[src/rtl/adc_pkg.sv]
// Shared widths, default decimation ratio and FSM encoding for the ADC sample path.
package adc_pkg;
  localparam int ADC_DATA_W   = 12;
  localparam int DECIM_LOG2_N = 4;

  typedef enum logic {
    IDLE = 1'b0,
    ACC  = 1'b1
  } state_t;
endpackage

[src/rtl/adc_peak_tracker.sv]
// Running min/max over one decimation block; the trackers restart at the end of
// every block and whenever acquisition is aborted.
module adc_peak_tracker
  import adc_pkg::*;
#(
  parameter int DATA_W = ADC_DATA_W
) (
  input  logic              fpga_clk,
  input  logic              button_rst,
  input  logic              clear,
  input  logic              sample_valid,
  input  logic              sample_last,
  input  logic [DATA_W-1:0] sample_data,
  output logic [DATA_W-1:0] blk_min,
  output logic [DATA_W-1:0] blk_max
);

  logic [DATA_W-1:0] run_min;
  logic [DATA_W-1:0] run_max;

  // Folds in the current sample so the last sample of a block is included.
  always_comb begin
    blk_min = (sample_data < run_min) ? sample_data : run_min;
    blk_max = (sample_data > run_max) ? sample_data : run_max;
  end

  always_ff @(posedge fpga_clk) begin
    if (!button_rst || clear || (sample_valid && sample_last)) begin
      run_min <= '1;
      run_max <= '0;
    end else if (sample_valid) begin
      run_min <= blk_min;
      run_max <= blk_max;
    end
  end

endmodule

[src/rtl/adc_decimator.sv]
// Boxcar decimator: averages blocks of 2^LOG2_N ADC samples onto a valid/ready output.
// Define ADC_DECIM_PEAK_EN to add per-block out_min/out_max outputs.
//
// state | meaning
// IDLE  | acquisition disabled; acc/cnt held at zero, in_valid ignored
// ACC   | accumulating samples into the current block
module adc_decimator
  import adc_pkg::*;
#(
  parameter int DATA_W = ADC_DATA_W,
  parameter int LOG2_N = DECIM_LOG2_N
) (
  input  logic              fpga_clk,
  input  logic              button_rst,
  input  logic              enable,
  input  logic              in_valid,
  input  logic [DATA_W-1:0] in_data,
  output logic              out_valid,
  input  logic              out_ready,
  output logic [DATA_W-1:0] out_data,
  output logic              overrun
`ifdef ADC_DECIM_PEAK_EN
  ,
  output logic [DATA_W-1:0] out_min,
  output logic [DATA_W-1:0] out_max
`endif
);

  localparam int ACC_W = DATA_W + LOG2_N;

  state_t            state;
  logic [ACC_W-1:0]  acc;
  logic [LOG2_N-1:0] cnt;
  logic [ACC_W-1:0]  sum;
  logic              accept;
  logic              block_done;
  logic              load;

  // Samples count only when already in ACC and still enabled this cycle.
  assign accept     = (state == ACC) && enable && in_valid;
  assign block_done = accept && (cnt == '1);
  assign sum        = acc + ACC_W'(in_data);
  assign load       = block_done && (!out_valid || out_ready);

`ifdef ADC_DECIM_PEAK_EN
  logic [DATA_W-1:0] blk_min;
  logic [DATA_W-1:0] blk_max;

  adc_peak_tracker #(.DATA_W(DATA_W)) u_peak (
    .fpga_clk     (fpga_clk),
    .button_rst   (button_rst),
    .clear        ((state != ACC) || !enable),
    .sample_valid (accept),
    .sample_last  (block_done),
    .sample_data  (in_data),
    .blk_min      (blk_min),
    .blk_max      (blk_max)
  );

  always_ff @(posedge fpga_clk) begin
    if (!button_rst) begin
      out_min <= '1;
      out_max <= '0;
    end else if (load) begin
      out_min <= blk_min;
      out_max <= blk_max;
    end
  end
`endif

  always_ff @(posedge fpga_clk) begin
    if (!button_rst) begin
      state     <= IDLE;
      acc       <= '0;
      cnt       <= '0;
      out_valid <= 1'b0;
      out_data  <= '0;
      overrun   <= 1'b0;
    end else begin
      case (state)
        IDLE: begin
          acc <= '0;
          cnt <= '0;
          if (enable) state <= ACC;
        end
        ACC: begin
          if (!enable) begin
            state <= IDLE;
            acc   <= '0;
            cnt   <= '0;
          end else if (in_valid) begin
            if (cnt == '1) begin
              acc <= '0;
              cnt <= '0;
            end else begin
              acc <= sum;
              cnt <= cnt + 1'b1;
            end
          end
        end
        default: state <= IDLE;
      endcase

      // Output register is independent of state so a pending result survives IDLE.
      if (load) begin
        out_data  <= DATA_W'(sum >> LOG2_N);
        out_valid <= 1'b1;
      end else if (out_valid && out_ready) begin
        out_valid <= 1'b0;
      end

      if (block_done && out_valid && !out_ready) overrun <= 1'b1;
    end
  end

endmodule

[config.mk]
export PLATFORM = sky130hd
export DESIGN_NAME = adc_decimator
export DESIGN_NICKNAME = d
export VERILOG_FILES = /design/src/rtl/adc_pkg.sv /design/src/rtl/adc_peak_tracker.sv /design/src/rtl/adc_decimator.sv
export SDC_FILE = /design/constraint.sdc
export NUM_CORES = 1
export LEC_CHECK = 0
export BUFFER_PORTS_ARGS = -buffer_cell sky130_fd_sc_hd__buf_2
export CAP_MARGIN = 0
export CORE_MARGIN = 10
export CORE_UTILIZATION = 45
export DETAILED_ROUTE_END_ITERATION = 10
export GPL_ROUTABILITY_DRIVEN = 0
export PLACE_DENSITY = 0.75
export SETUP_SLACK_MARGIN = 0.15
export SLEW_MARGIN = 20
export SYNTH_ARGS = -nofsm -noshare
export SYNTH_HDL_FRONTEND = slang
export SYNTH_HIERARCHICAL = 1
export SYNTH_SLANG_ARGS = --single-unit
[constraint.sdc]
create_clock -name fpga_clk -period 3.7 [get_ports fpga_clk]
set_clock_uncertainty 0.15 [all_clocks]
set_input_delay 0.185 -clock fpga_clk [delete_from_list [all_inputs] [get_ports fpga_clk]]
set_output_delay 0.185 -clock fpga_clk [all_outputs]
set_load 0.01 [all_outputs]
### Word-level counts from Yosys, hierarchy flattened

Cells that the tools add are included.

* bits in writable memories: 0
* latch bits: 0
* bits of input ports: 17
* memory bits (read-only): 0
* register bits: 35
* word-level logic and storage cells: 33
* memories: 0

* reductions and logical operators: 11
* divide/modulo/power cells: 0
* equal/unequal tests: 2
* mux-type cells: 11
* bitwise logic cells: 1
* multiply operators: 0
* add/sub/neg operators: 2
* shift operators: 0
* order comparisons: 0

Operator list (count)
* $mux 16: 3
* $pmux 16 s2: 1
* $add 16x12->16: 1
* $mux 4: 3
* $pmux 4 s2: 1
* $logic_and 1x1->1: 7
* $add 4x1->4 const B: 1
* $eq 4x4->1 const B: 1
* $mux 1: 3
* $ne 3x3->1 const B: 1
* $logic_not 1->1: 2
* $reduce_bool 2->1: 1
* $logic_or 1x1->1: 1
* $not 1->1: 1

### Depth between registers and ports, before layout

Gate-level depths: netlist of the first run.

* depth in word-level cells: 5
* gate-level depth with buffers: 9

### Least setup slack after synthesis of the first run

Ideal clock, no wire load.

* path kind: reg2reg
* from: register acc[0]
* to: register acc[12]
* setup time: 0.069 ns
* stages on the path, launching flop included: 10
* data required time: 3.481 ns
* slack: 1.468 ns
* data arrival time: 2.013 ns
* cells stage by stage: dfxtp_1 > ha_1 > inv_1 > fa_1 > and2b_1 > o2111ai_1 > a21oi_2 > o22ai_4 > or3_1 > o21ai_1

* cells in the longest elaborated chain, start to end: 5

Ends and longest elaborated chain
* start: declaration: line adc_decimator.sv:32 `logic [ACC_W-1:0] acc;`
* start signal: assignment: line adc_decimator.sv:96 `acc <= sum;`
* $add 16x12->16: line adc_decimator.sv:42 `assign sum = acc + ACC_W'(in_data);`
* $mux 16: line adc_decimator.sv:92 `if (cnt == '1) begin`
* $mux 16: line adc_decimator.sv:91 `end else if (in_valid) begin`
* $mux 16: line adc_decimator.sv:87 `if (!enable) begin`
* $pmux 16 s2: line adc_decimator.sv:80 `case (state)`

No other way between the ends. The select of a mux whose other input is x is not followed.
A chain may end at the register's enable or synchronous reset.

### Final worst setup path of the first run

Ends and elaborated chain as after synthesis.

==> results of run 1 <==
-- logic make-up after synthesis --
logic type / Yosys count / share of synthesized area (%)
AND/OR/NAND/NOR: 88 / 23.72
AO/OA/AOI/OAI: 69 / 22.67
flip-flops: 35 / 34.50
buffers and inverters: 15 / 4.436
adder cells (fa/ha/maj): 14 / 8.996
XOR/XNOR: 12 / 5.176
multiplexers: 1 / 0.4929
-- report_power, final --
part,switching (mW),leakage [nW],internal (mW)
Clock,0.130,0.0371,0.125
Combinational,0.0375,0.589,0.0258
Sequential,0.00159,0.282,0.379
Total,0.169,0.909,0.530
-- routing by layer --
layer	global-route usage, %	routed length [microns]
met5	0	0
met4	7.826	120
met3	3.558	244
met2	19.92	2122
met1	14.25	1966
-- Yosys cell counts (2+ instances only) --
cell	instances	share of area, %
dfxtp_1	35	35
nand2_1	25	4.6
o21ai_0	15	3.7
ha_1	13	8.0
a21oi_1	12	3.0
nand3_1	10	2.5
nor2_1	10	1.8
nor2b_1	9	2.8
a31oi_1	7	2.2
a22oi_1	6	2.2
and2_1	6	1.8
xnor2_1	6	2.6
xor2_1	6	2.6
inv_1	5	0.92
nand4_1	5	1.5
nor3_1	5	1.2
o21ai_1	5	1.2
a21boi_0	4	1.5
a21oi_2	4	1.7
and3_1	4	1.2
a21o_1	3	1.1
buf_2	3	0.74
clkbuf_1	3	0.55
nand2b_1	3	0.92
o211ai_1	3	1.1
buf_6	2	1.1
nand4b_1	2	0.86
o21a_1	2	0.74
o311ai_1	2	0.86
or3_1	2	0.62
-- registers in the layout (all words and copies together) (netlist names) --
register,count
acc,16
cnt,4
out_data,12
out_valid,1
overrun,1
state,1
-- critical path, cell delays in order, from the launching register on --
cell       delay (ns)
dfxtp_1          0.33
ha_1             0.20
inv_1            0.07
fa_1             0.39
and2b_1          0.23
o2111ai_1        0.15
a21oi_2          0.24
o22ai_4          0.13
or3_1            0.36
o21ai_1          0.09
-- stage by stage --
| stage | util, % | cells | worst slack (ns) | hold WS, ns |
|---|---|---|---|---|
| finish | 51.61 | 312 | 1.294 | 0.0007672 |
| global route | 51.61 | 312 | 1.117 | 0.01209 |
| CTS | 51.61 | 312 | 1.283 | 0.004528 |
| detailed placement | 49.94 | 306 | 1.305 | 0.2967 |
| global placement | 49.94 | 306 | 1.390 | 0.2922 |
| floorplan | - | 234 | 1.468 | 0.1567 |
-- final cells by class --
| cell class | instances | area [sq um] | area share (%) |
|---|---|---|---|
| repair buffers | 30 | 150.1 | 6.682 |
| flip-flops and latches | 35 | 700.7 | 31.18 |
| well taps | 52 | 65.06 | 2.895 |
| inverters | 5 | 18.77 | 0.8352 |
| clock buffers | 6 | 72.57 | 3.229 |
| multi-input cells | 184 | 1240 | 55.18 |
-- cell usage in the layout (no fill, tap or decap), types with 3 or more instances in the layout --
master     n
a21boi_0   4
a21o_1     3
a21oi_1   12
a21oi_2    4
a22oi_1    6
a31oi_1    7
and2_1     6
and3_1     4
buf_2     30
clkbuf_8   5
dfxtp_1   35
ha_1      13
inv_1      5
nand2_1   25
nand2b_1   3
nand3_1   10
nand4_1    5
nor2_1    10
nor2b_1    9
nor3_1     5
o211ai_1   3
o21ai_0   15
o21ai_1    5
xnor2_1    6
xor2_1     6
-- worst paths after layout --
check | end | cells after the start | start | slack [ns]
setup / recovery | acc[12] | 9 | acc[0] | 1.29
setup reg to reg | acc[12] | 9 | acc[0] | 1.29
hold / removal | state | 2 | enable | 0.0008
hold reg to reg | acc[9] | 2 | acc[9] | 0.30
==> results.json, run 1 <==
{
  "p_per_area_nw_per_um2": 311.0,
  "setup_violations": 0,
  "vias_per_cell": 5.603,
  "die_x_microns": 87.18,
  "period_share_pct": 65.02,
  "cts_htree_levels": 2,
  "n_fill_cell": 421,
  "yosys_warnings": 6,
  "p_leak_nw": 0.9089,
  "io_buffer_count": 30,
  "dr.pass1.iters": 4,
  "crit_fanout": 7,
  "numCtsBuffers": 5,
  "outcome": "finished clean",
  "rsz0062_at_grt": "false",
  "peakVddDrop_uv": 143.5,
  "maxCapViolCount": 0,
  "core_area_sq_um": 4354,
  "synthFlopType": "dfxtp_1",
  "post_cts_resized": 0,
  "wl_per_cell_microns": 14.28,
  "fin_area_sq_um": 2247,
  "syn_area_per_cell_sq_um": 8.678,
  "die_area_sq_um": 7599,
  "layout-drive-gt1-share_pct": 17.69,
  "drcViolationCount": 0,
  "finalHoldViolations": 0,
  "nets": 292,
  "start_util_pct": 46.64,
  "ys_seq_area_share_pct": 34.50,
  "drv_slew": 0,
  "drtIter0Drc": 82,
  "p_total_mw": 0.6989,
  "fmax_ghz": 0.4157,
  "grt_max_degree": 37,
  "cts_setup_buffers": 0,
  "worstPathArrival_ns": 2.48,
  "ys_seq_elements": 35,
  "clk_path_buf_depth": 2,
  "n_antenna_cell": 0,
  "cts_sinks": 35,
  "path_clk_slew_ns": 0.07,
  "worstSkewPairLatency_ns": 0.29,
  "cts_tree": "yes",
  "worst_slew_pin_slew_ns": 0.7087,
  "grt_overflow_total": 0,
  "antenna_found_initial": 0,
  "wl_microns": 4454,
  "endpoint_kind": "register",
  "track_usage_pct": 12.46,
  "critPathLaunchType": "register",
  "rows": 24,
  "timing.slew.headroom_pct": 52.58,
  "grt_pass1_wl_microns": 7576,
  "synthCells": 234,
  "num_vias": 1748,
  "synth_edf_count": 0,
  "path_class": "register to register",
  "syn_area_sq_um": 2031,
  "critPathRequiredTime_ns": 3.78,
  "synth-async-reset-ratio_pct": 0,
  "finalSetupTns_ns": 0,
  "min_period_ns": 2.406,
  "synthToLayoutAreaGrowth_pct": 10.66,
  "cts_hold_buf": 0,
  "holdCritPathClass": "primary input to register",
  "ios": 31,
  "ant_nets": 0,
  "synthDistinctLibCells": 47,
  "dieHeight_microns": 87.18,
  "dp_hpwl_microns": 3319,
  "post_dp_cell_area_sq_um": 2175,
  "synth_nets": 265,
  "cts-root-buf": "clkbuf_8",
  "grt_pass1_vias": 1672
}
(Power assumes the default switching activity.)
==> run 2, diff against run 1 <==
--- a/config.mk
+++ b/config.mk
@@ -5,13 +5,14 @@
 export SDC_FILE = /design/constraint.sdc
 export NUM_CORES = 1
 export LEC_CHECK = 0
+export ABC_AREA = 1
 export BUFFER_PORTS_ARGS = -buffer_cell sky130_fd_sc_hd__buf_2
 export CAP_MARGIN = 0
 export CORE_MARGIN = 10
 export CORE_UTILIZATION = 45
 export DETAILED_ROUTE_END_ITERATION = 10
 export GPL_ROUTABILITY_DRIVEN = 0
-export PLACE_DENSITY = 0.75
+export PLACE_DENSITY = 0.77
 export SETUP_SLACK_MARGIN = 0.15
 export SLEW_MARGIN = 20
 export SYNTH_ARGS = -nofsm -noshare
==> constraint.sdc (replaced) <==
create_clock -name fpga_clk -period 1.95 [get_ports fpga_clk]
set_clock_uncertainty 0.15 [all_clocks]
set_input_delay 0.0975 -clock fpga_clk [delete_from_list [all_inputs] [get_ports fpga_clk]]
set_output_delay 0.0975 -clock fpga_clk [all_outputs]
set_load 0.01 [all_outputs]
==> results.json, run 2 <==
{
  "path_cells": "ha_4, inv_2, fa_2, inv_2, nand4_1, nand2_2, buf_4, xor2_2, nand2_1, a21oi_1",
  "core_area_sq_um": 4723,
  "dr.pass1.iters": 4,
  "wl_microns": 5802,
  "p_per_area_nw_per_um2": 536.1,
  "dieHeight_microns": 90.04,
  "cts-root-buf": "clkbuf_8",
  "cp_common_cell": "inv_2",
  "post_dp_cell_area_sq_um": 2429,
  "largest_reg_flops": 16,
  "crit_fanout": 3,
  "rows": 25,
  "ios": 31,
  "cts_tree": "yes",
  "layout-drive-gt1-share_pct": 30.81,
  "cp_slowest_cell": "fa_2",
  "synthToLayoutAreaGrowth_pct": 32.88,
  "clk_path_buf_depth": 2,
  "critPathRequiredTime_ns": 2.03,
  "grt_max_degree": 20,
  "dp_cells": 444,
  "cts_htree_levels": 2,
  "wl_per_cell_microns": 12.53,
  "n_antenna_cell": 0,
  "min_period_ns": 1.911,
  "grt_pass1_vias": 2109,
  "ff2ff_path_depth": 10,
  "numCtsBuffers": 5,
  "outcome": "finished clean",
  "r2r-end": "acc[6]",
  "cts_sinks": 35,
  "fin_area_sq_um": 2933,
  "drtIter0Drc": 143,
  "grt_pass1_wl_microns": 9039,
  "synth_area_leaders": "dfxtp_1 (32%), nand2_1 (20%), inv_1 (9.7%)",
  "fin_cells": 463,
  "ys_seq_elements": 35,
  "endpoint_kind": "register",
  "synth-async-reset-ratio_pct": 0,
  "die_x_microns": 90.04,
  "reg_top3": "acc x16, out_data x12, cnt x4",
  "seqCellArea_sq_um": 711.9,
  "synth.most_common_cell": "nand2_1",
  "worstSkewPairLatency_ns": 0.30,
  "nets": 426,
  "whs_endpoint": "acc[0]",
  "worst_slew_pin_slew_ns": 0.3080,
  "rsz0062_at_grt": "true",
  "io_buffer_count": 30,
  "most-common-layout-cells": "nand2_1 (106), inv_1 (53), nor2_1 (34), buf_2 (30), dfxtp_1 (26)",
  "synth_edf_count": 0,
  "synthCells": 349,
  "synth_nets": 380,
  "path_class": "register to register",
  "timing.slew.headroom_pct": 79.44,
  "worstPathArrival_ns": 1.99,
  "peakVddDrop_uv": 453.7,
  "drcViolationCount": 0,
  "path_clk_slew_ns": 0.07,
  "dp_hpwl_microns": 3929,
  "dp_slack_ns": 0.05029,
  "r2r_slack_ns": 0.04,
  "vias_per_cell": 4.866,
  "grt_overflow_total": 0,
  "num_vias": 2253,
  "whs_path_depth": 4,
  "slowest_delay_ns": 0.39,
  "p_leak_nw": 1.404,
  "top_register": "acc",
  "period_share_pct": 98.00,
  "antenna_found_initial": 0,
  "finalHoldViolations": 0,
  "finalWorstSetupSlack_ns": 0.03891,
  "n_fill_cell": 418,
  "synthFlopType": "dfxtp_1",
  "yosys_warnings": 6,
  "setup_violations": 0,
  "critPathLaunchType": "register",
  "fmax_ghz": 0.5233,
  "track_usage_pct": 13.29,
  "post-synth-top-area-cell": "dfxtp_1",
  "p_total_mw": 1.572,
  "die_area_sq_um": 8106,
  "synthDistinctLibCells": 30,
  "maxCapViolCount": 0,
  "ant_nets": 0,
  "synth_top_area_share_pct": 31.75,
  "min-delay-start": "in_data[0]",
  "layout_commonest_cell": "nand2_1",
  "multi_input_area_sq_um": 1519,
  "ys_seq_area_share_pct": 31.75,
  "holdCritPathClass": "primary input to register",
  "holdWs_ns": 0.04832,
  "start_util_pct": 46.73,
  "synth_common_cells": "nand2_1 (118), inv_1 (57), dfxtp_1 (35)",
  "syn_area_sq_um": 2207,
  "r2r-start": "acc[0]",
  "drv_slew": 0,
  "syn_area_per_cell_sq_um": 6.324
}
[run 2: final cells by class]
type / count / area share, %
inverter: 59 / 7.722
clock inverter: 3 / 1.493
clock buffer: 5 / 2.346
timing repair buffer: 45 / 9.514
multi-input combinational: 249 / 51.79
sequential: 35 / 24.27
tap: 67 / 2.858
[run 2: routing by layer]
metal	share of wire (%)	track usage [%]	vias to the layer above
met5	0	0	-
met4	2.9	5.836	0
met3	4.9	3.574	16
met2	50	23.61	48
met1	42	14.42	1021
li1	-	-	1168
[run 2: cell families after synthesis]
family	count (synthesis)	synth area share (%)
adders and majority gates	14	8.277
DFF	35	31.75
buffers and inverters	65	12.19
AOI/OAI and AO/OA	40	9.580
and+or+nand+nor	190	36.22
xor gates and xnor gates	5	1.984
[run 2: stage by stage]
| step | setup TNS, ns | util, % |
|---|---|---|
| 2_1_floorplan | 0 | - |
| 3_3_place_gp | 0 | 51.42 |
| 3_5_place_dp | 0 | 51.42 |
| 4_1_cts | 0 | 55.87 |
| 5_1_grt | -0.2711 | 62.09 |
| 6_report | 0 | 62.09 |
[run 2: what timing repair did]
action | 4_1_cts | 5_1_grt
gates cloned | 0 | 0
setup endpoints to repair | 13 | 23
gates resized for setup | 9 | 61
pin swaps | 5 | 19
setup buffers | 2 | 4
hold buffers | 5 | 0
endpoints found under the hold margin | 10 | 0
[run 2: worst max path at each step]
stage / endpoint / startpoint / depth (start not counted) / slack (ns)
2_1_floorplan: out_data[8] / acc[0] / 11 / 0.17
3_3_place_gp: acc[8] / acc[0] / 10 / 0.07
3_5_place_dp: out_data[4] / acc[0] / 10 / 0.05
4_1_cts: out_data[10] / acc[0] / 13 / 0.14
5_1_grt: acc[6] / acc[0] / 10 / -0.08
6_report: acc[6] / acc[0] / 10 / 0.04
[run 2: power by group]
group	leakage, nW	switching, mW	internal, mW
logic	1.06	0.0996	0.0771
registers	0.287	0.00416	0.719
clock network	0.0581	0.292	0.381
total	1.40	0.396	1.18
[run 2: worst max-delay path, delay by kind of cell, from the launching register on]
family | cells | cell delay, ns
buf+inv | 3 | 0.24
flops | 1 | 0.36
xor+xnor | 1 | 0.14
compound gates | 1 | 0.12
simple gates | 3 | 0.31
fa+ha+maj | 2 | 0.53
==> run 3, diff against run 2 <==
--- a/config.mk
+++ b/config.mk
@@ -8,7 +8,6 @@
 export ABC_AREA = 1
 export BUFFER_PORTS_ARGS = -buffer_cell sky130_fd_sc_hd__buf_2
 export CAP_MARGIN = 0
-export CORE_MARGIN = 10
 export CORE_UTILIZATION = 45
 export DETAILED_ROUTE_END_ITERATION = 10
 export GPL_ROUTABILITY_DRIVEN = 0
==> results.json, run 3 (synthesis results as in run 2) <==
{
  "p_leak_nw": 1.346,
  "crit_fanout": 3,
  "fmax_ghz": 0.5605,
  "antenna_found_initial": 0,
  "clk_path_buf_depth": 2,
  "cp_slowest_cell": "dfxtp_2",
  "numCtsBuffers": 5,
  "rows": 25,
  "cts_htree_levels": 2,
  "grt_overflow_total": 0,
  "ff2ff_path_depth": 10,
  "reg_top3": "acc x16, out_data x12, cnt x4",
  "grt_max_degree": 19,
  "crit_buf_inv": 2,
  "vias_per_cell": 4.811,
  "drv_slew": 0,
  "grt_pass1_vias": 2036,
  "endpoint_kind": "register",
  "die_area_sq_um": 5189,
  "wl_per_cell_microns": 11.66,
  "path_cells": "ha_4, inv_2, fa_2, inv_2, nand3_1, nand2_2, a21oi_2, xnor2_2, nand2_1, a21oi_1",
  "setup_violations": 0,
  "cts_sinks": 35,
  "worst_slew_pin_slew_ns": 0.5983,
  "layout-drive-gt1-share_pct": 26.48,
  "maxCapViolCount": 0,
  "largest_reg_flops": 16,
  "holdCritPathClass": "primary input to register",
  "path_clk_slew_ns": 0.07,
  "cts_tree": "yes",
  "dp_hpwl_microns": 3735,
  "ios": 31,
  "r2r-start": "acc[0]",
  "die_x_microns": 72.04,
  "n_antenna_cell": 0,
  "whs_path_depth": 4,
  "nets": 420,
  "timing.slew.headroom_pct": 60.07,
  "core_area_sq_um": 4723,
  "post_dp_cell_area_sq_um": 2421,
  "min_period_ns": 1.784,
  "wl_microns": 5317,
  "finalHoldViolations": 0,
  "start_util_pct": 46.73,
  "r2r_slack_ns": 0.17,
  "dieHeight_microns": 72.04,
  "io_buffer_count": 30,
  "drcViolationCount": 0,
  "top_register": "acc",
  "dp_slack_ns": -0.0005705,
  "holdWs_ns": 0.01450,
  "slowest_delay_ns": 0.35,
  "critPathLaunchType": "register",
  "period_share_pct": 91.49,
  "track_usage_pct": 21.24,
  "rsz0062_at_grt": "true",
  "crit_family": "adder cells",
  "peakVddDrop_uv": 374.6,
  "worstPathArrival_ns": 1.85,
  "dr.pass1.iters": 4,
  "min-delay-start": "in_valid",
  "finalWorstSetupSlack_ns": 0.1660,
  "cts-root-buf": "clkbuf_8",
  "p_per_area_nw_per_um2": 517.8,
  "ant_nets": 0,
  "grt_pass1_wl_microns": 8604,
  "fin_area_sq_um": 2789,
  "whs_endpoint": "acc[9]",
  "synthToLayoutAreaGrowth_pct": 26.36,
  "r2r-end": "acc[8]",
  "critPathRequiredTime_ns": 2.02,
  "most-common-layout-cells": "nand2_1 (107), inv_1 (53), nor2_1 (34), buf_2 (30), dfxtp_1 (26)",
  "worstSkewPairLatency_ns": 0.30,
  "path_class": "register to register",
  "cp_common_cell": "inv_2",
  "outcome": "finished clean",
  "num_vias": 2194,
  "drtIter0Drc": 112,
  "layout_commonest_cell": "nand2_1"
}
[run 3: metal layers]
layer  vias up  routed length (microns)  track usage, %
met5         -                        0               0
met2        46                     2659           37.74
met3        11                      201           6.111
met4         0                      106           6.536
met1       985                     2350           24.68
li1       1152                        -               -
[run 3: worst max-delay path by stage]
stage	start	to	slack (ns)	depth (start not counted)
floorplan	acc[0]	out_data[8]	0.17	11
global placement	acc[0]	acc[8]	0.07	10
detailed placement	acc[0]	out_data[8]	-0.0006	11
CTS	acc[0]	acc[8]	0.09	10
global route	acc[0]	out_data[8]	0.04	11
finish	acc[0]	acc[8]	0.17	10
[run 3: where the power goes]
group | total (mW) | switching, mW | internal [mW]
logic | 0.166 | 0.0959 | 0.0700
clock network | 0.555 | 0.277 | 0.277
registers | 0.724 | 0.00424 | 0.719
total | 1.44 | 0.378 | 1.07
[run 3: worst min-delay path, stage by stage]
cell	delay, ns
buf_2	0.09
nor2_2	0.10
nand2_1	0.08
a21oi_1	0.05
[run 3: repair_timing]
item,in CTS,in global routing
hold endpoints to repair,6,0
pin swaps,6,12
setup endpoints to repair,15,23
buffers inserted,1,1
hold buffers,4,0
cloned,0,0
resized for setup,13,38
[run 3: cell type report]
class,instances,area (sq um)
fillers,465,1934
multi-input cells,249,1451
flip-flops and latches,35,711.9
repair buffers,39,227.7
inverters,59,226.5
well taps,67,83.83
clock buffers,6,82.58
clock inverters,1,5.005
[run 3: per-stage QoR]
stage | TNS, ns | util (%) | total power [mW] | cells
final | 0 | 59.05 | 1.444 | 456
after CTS | 0 | 55.02 | 1.418 | 455
after global routing | 0 | 59.05 | 1.506 | 456
after detailed placement | -0.0005705 | 51.26 | 0.8656 | 443
after floorplan | 0 | - | 0.8211 | 349
after global placement | 0 | 51.26 | 0.8626 | 443
